$ cat config.mk
export PLATFORM = sky130hd
export DESIGN_NAME = cpu_out_uart_tx
export DESIGN_NICKNAME = d
export VERILOG_FILES = /design/src/rtl/cpu_out_uart_tx.sv
export SDC_FILE = /design/constraint.sdc
export NUM_CORES = 1
export LEC_CHECK = 0
export CAP_MARGIN = 20
export CORE_AREA = 2 2 92 94
export DETAILED_ROUTE_END_ITERATION = 10
export DIE_AREA = 0 0 94 96
export GPL_ROUTABILITY_DRIVEN = 0
export PLACE_DENSITY_LB_ADDON = 0.2
export SLEW_MARGIN = 10
export SYNTH_ARGS = -nofsm -noshare
export SYNTH_HDL_FRONTEND = slang
export SYNTH_SLANG_ARGS = --single-unit
$ cat constraint.sdc
create_clock -name clock -period 6.8 [get_ports clock]
set_input_delay 1.36 -clock clock [delete_from_list [all_inputs] [get_ports clock]]
set_output_delay 1.36 -clock clock [all_outputs]
set_load 0.05 [all_outputs]
$ cat src/rtl/cpu_out_uart_tx.sv
// Serialises 32-bit words from the CPU out port as four 8N1 UART frames, low byte first.
// A single-entry holding buffer lets the CPU queue the next word while a frame is on the line.
module cpu_out_uart_tx #(
    parameter int CLKS_PER_BIT = 4
) (
    input  logic        clock,
    input  logic        reset,
    input  logic [31:0] in_data,
    input  logic        in_valid,
    output logic        in_ready,
    output logic        tx,
    output logic        busy,
    output logic [15:0] word_count
);

    typedef enum logic [1:0] {
        IDLE,
        START,
        DATA,
        STOP
    } state_t;

    localparam logic [15:0] LAST_CLK = 16'(CLKS_PER_BIT - 1);

    state_t      state, state_next;
    logic [31:0] buf_data;
    logic        buf_full, buf_full_next;
    logic [31:0] shift, shift_next;
    logic [15:0] bit_cnt, bit_cnt_next;
    logic [1:0]  byte_idx, byte_idx_next;
    logic [2:0]  bit_idx, bit_idx_next;
    logic        tx_next;
    logic [15:0] count_next;
    logic        accept;
    logic        bit_done;

    assign in_ready = ~buf_full;
    assign accept   = in_valid & ~buf_full;
    assign bit_done = (bit_cnt == LAST_CLK);
    assign busy     = (state != IDLE) | buf_full;

    // Register file: FSM, counters, buffer and the registered serial output
    always_ff @(posedge clock or posedge reset) begin
        if (reset) begin
            state      <= IDLE;
            tx         <= 1'b1;
            buf_full   <= 1'b0;
            buf_data   <= '0;
            shift      <= '0;
            bit_cnt    <= '0;
            byte_idx   <= '0;
            bit_idx    <= '0;
            word_count <= '0;
        end else begin
            state      <= state_next;
            tx         <= tx_next;
            buf_full   <= buf_full_next;
            shift      <= shift_next;
            bit_cnt    <= bit_cnt_next;
            byte_idx   <= byte_idx_next;
            bit_idx    <= bit_idx_next;
            word_count <= count_next;
            if (accept) begin
                buf_data <= in_data;
            end
        end
    end

    // The shift register moves right once per data bit, so after eight shifts the
    // next byte already sits in shift[7:0] when its start bit begins.
    always_comb begin
        state_next    = state;
        tx_next       = tx;
        buf_full_next = buf_full;
        shift_next    = shift;
        bit_cnt_next  = bit_cnt + 16'd1;
        byte_idx_next = byte_idx;
        bit_idx_next  = bit_idx;
        count_next    = word_count;

        if (accept) begin
            buf_full_next = 1'b1;
        end

        case (state)
            IDLE: begin
                bit_cnt_next = '0;
                tx_next      = 1'b1;
                if (buf_full) begin
                    shift_next    = buf_data;
                    buf_full_next = 1'b0;
                    byte_idx_next = '0;
                    bit_idx_next  = '0;
                    state_next    = START;
                    tx_next       = 1'b0;
                end
            end
            START: begin
                if (bit_done) begin
                    bit_cnt_next = '0;
                    bit_idx_next = '0;
                    state_next   = DATA;
                    tx_next      = shift[0];
                end
            end
            DATA: begin
                if (bit_done) begin
                    bit_cnt_next = '0;
                    shift_next   = {1'b0, shift[31:1]};
                    if (bit_idx == 3'd7) begin
                        state_next = STOP;
                        tx_next    = 1'b1;
                    end else begin
                        bit_idx_next = bit_idx + 3'd1;
                        tx_next      = shift[1];
                    end
                end
            end
            STOP: begin
                if (bit_done) begin
                    bit_cnt_next = '0;
                    if (byte_idx == 2'd3) begin
                        state_next = IDLE;
                        tx_next    = 1'b1;
                        count_next = word_count + 16'd1;
                    end else begin
                        byte_idx_next = byte_idx + 2'd1;
                        state_next    = START;
                        tx_next       = 1'b0;
                    end
                end
            end
            default: begin
                state_next = IDLE;
                tx_next    = 1'b1;
            end
        endcase
    end

endmodule

==> metrics <==
Sum Neg Setup Slack 0 ps; final clock skew ~10 ps; initial antenna violation count 0; Die Wd between 90 and 100 µm; top_reg_cell synth dfrtp_1; multiplexer share of the synthesized area 0.0851; hpwl dp between 5000 and 6000 µm; Nets 508; Synth Area in XOR/XNOR 0.0536; Post-synth ARST share 1.00; vias per cell between 5 and 6; post-CTS sizing 0; Switch Pwr 0.300 mW; clock slew at reported path FFs about 100 ps; syn_nets between 400 and 500; ratio of cells with drive above 1 in the final layout 0.143; CTS sink cnt 105; fill cell count between 600 and 700; Total Wirelength between 8000 and 9000 µm; RSZ-0062 raised after global routing no; Overflow after GRT 0; routing usage on met2 0.348; worst hold-check path type reg2reg; M1 GR Usage 0.270; EDFF count, synth 0; DRC 0; Worst-Margin Slew 1030 ps; Initial DRC Count approximately 110; type of the worst setup path reg2out; std cell rows 33; top post-synthesis cells by area dfrtp_1, mux2_2, o22ai_1, xor2_1, ha_1; internal power ~0.98 mW; Switching Fraction 0.234; CTS root buf clkbuf_8; Core ar. just over 8000 µm²; Yosys cell types 45; finished layout cell area ~5500 µm²; critical path endpoint category primary output; Tmin final between 3000 and 4000 ps; Static Leak roughly 2.5 nW; Final Max Tran Viols 0; simple logic cell fraction of the synthesized area 0.115; Rel. slew slack 0.310; outcome finished clean; clock network fraction of total power 0.315; flops & latches, synth approximately 110; CTS tree done; wire per inst about 15 µm; Worst-Skew Late Latency 360 ps; Tot GR Track Use 0.206; VDD IR max approximately 0.18 mV; global-route wire length before repair approximately 15000 µm; placed cell area about 5300 µm²; fmax approximately 260 MHz; H-tree Lvls 3; arrival time worst endpoint between 2000 and 2500 ps; Mapped Avg Cell Area 11.4 µm²; leading area contributor after synthesis dfrtp_1; vias in the first global route approximately 3200; final period utilization 0.563; Warnings, synthesis 0; Syn-to-layout area delta 16.3%; Comb pwr share 0.097; Synth top area share 0.549; # IOs 54; Die Area about 9000 µm²; CTS Buf Count 9; largest net degree at the start of global routing 60; Synth Area in Adders 0.0264; register area share after synthesis 0.555; Most Crowded Layer GR met2; largest family of logic cells by synthesized area simple AND/OR/NAND/NOR gates; Pre-antenna DRT Iters 4; post-synthesis compound-gate area fraction 0.114; final setup violation count 0; placed cell count about 560; CP Data Required Time 5440 ps; final-report hold violation count 0; Post-Synthesis Cells between 400 and 500; Initial Util 0.588; Startpoint Class register; number of diodes 0; die height 96 µm; hold_buf cts 0; met3 GRT Util 0.0486; Final Instance Count excl. Fillers 573; PortBufs 53; Seq pwr share 0.588; Post-CTS Setup Bufs 0; CTS max path bufs 2; via count approximately 3200; Cell Area, Synth 4740 µm²; hold slack 492 ps; MaxCap Viol Count 0; Tot Pwr around 1.3 mW; critical path fanouts, max 12; pwr/cell area 232 nW/µm²; antenna-violating nets left 0
layer usage:
layer	routed length, µm	part of all wire	vias to the layer above
met2	4200	0.50	46
met3	304	0.036	8
met5	0	0	-
met4	91	0.011	0
li1	-	-	1553
met1	3880	0.46	1583
flip-flops by register name (all words and copies together), names as in the netlist:
| signal | count |
|---|---|
| buf_data | 32 |
| shift | 32 |
| bit_cnt | 16 |
| word_count | 16 |
| bit_idx | 3 |
| byte_idx | 2 |
| state | 2 |
| buf_full | 1 |
| tx | 1 |
power by group through the flow:
stage          Sequential (mW)  Clock (mW)  Combinational, mW
2_1_floorplan            0.748           0             0.0909
5_1_grt                  0.763       0.441              0.138
6_report                 0.752       0.403              0.124
4_1_cts                  0.753       0.414              0.127
3_3_place_gp             0.763           0              0.121
3_5_place_dp             0.764           0              0.126
cell usage in the layout, fill, tap and decap left out, drive strengths merged, types with 2 or more instances in the layout:
| cell type | n |
|---|---|
| dfrtp | 104 |
| clkdlybuf4s50 | 53 |
| inv | 35 |
| mux2 | 34 |
| nor2 | 30 |
| a21oi | 27 |
| o22ai | 25 |
| nand2 | 21 |
| xor2 | 17 |
| nand3 | 15 |
| xnor2 | 12 |
| clkbuf | 11 |
| ha | 10 |
| o2bb2ai | 9 |
| and2 | 7 |
| nand4 | 6 |
| a31oi | 6 |
| and4 | 6 |
| nor4 | 4 |
| nor3 | 4 |
| o21ai | 4 |
| and3 | 4 |
| mux2i | 2 |
| a22oi | 2 |
| nand2b | 2 |
| buf | 2 |
| nor2b | 2 |
| o21bai | 2 |
| clkinv | 2 |
worst max-delay path, stage by stage, from the launching register on:
cell,delay (ps)
dfrtp_1,420
inv_1,150
ha_1,470
nand2_1,300
clkdlybuf4s50_1,780
worst paths after layout:
| check | start | depth (start not counted) | end | slack [ps] |
|---|---|---|---|---|
| hold reg to reg | bit_cnt[0] | 1 | bit_cnt[0] | 490 |
| hold / removal | bit_cnt[0] | 1 | bit_cnt[0] | 490 |
| setup reg to reg | state[0] | 6 | shift[23] | 4060 |
| min in group asynchronous | reset | 2 | word_count[8] | 1470 |
| setup / recovery | state[0] | 4 | busy | 2970 |
| max in group asynchronous | reset | 3 | bit_idx[0] | 4270 |
per-stage QoR:
step | setup slack [ps] | utilization
floorplan | 2680 | -
CTS | 2970 | 0.685
global placement | 3420 | 0.658
global route | 2830 | 0.685
detailed placement | 3380 | 0.658
finish | 2970 | 0.685
synth_stat cells (2+ instances only):
cell / number
a21oi_1: 24
a22oi_1: 2
buf_6: 6
mux2_2: 34
a21oi_2: 3
a31oi_1: 6
nand2_1: 21
nand4_1: 6
and2_1: 7
nor4_1: 4
nand2b_1: 2
buf_2: 5
o22ai_1: 25
inv_1: 33
dfrtp_1: 104
clkbuf_1: 6
xor2_1: 17
mux2i_1: 2
nor2_1: 30
ha_1: 10
and3_1: 3
and4_1: 5
o21ai_0: 3
nor2b_1: 2
nand3_1: 14
nor3_1: 3
o2bb2ai_1: 9
xnor2_1: 12
cell type report:
type | count | area (µm²) | area share
clock buffer | 11 | 151 | 0.0275
tap | 105 | 131 | 0.0238
multi-input combinational | 259 | 1870 | 0.339
timing repair buffer | 55 | 546 | 0.0990
clock inverter | 5 | 61.3 | 0.0111
sequential | 105 | 2630 | 0.477
inverter | 33 | 126 | 0.0229
kinds of logic after synthesis:
logic type | count (synthesis)
DFF | 105
and+or+nand+nor | 104
AOI/OAI and AO/OA | 80
buffers and inverters | 51
muxes | 36
xor gates and xnor gates | 29
adders and majority gates | 10
No activity file was read; power rests on OpenSTA's default activity.
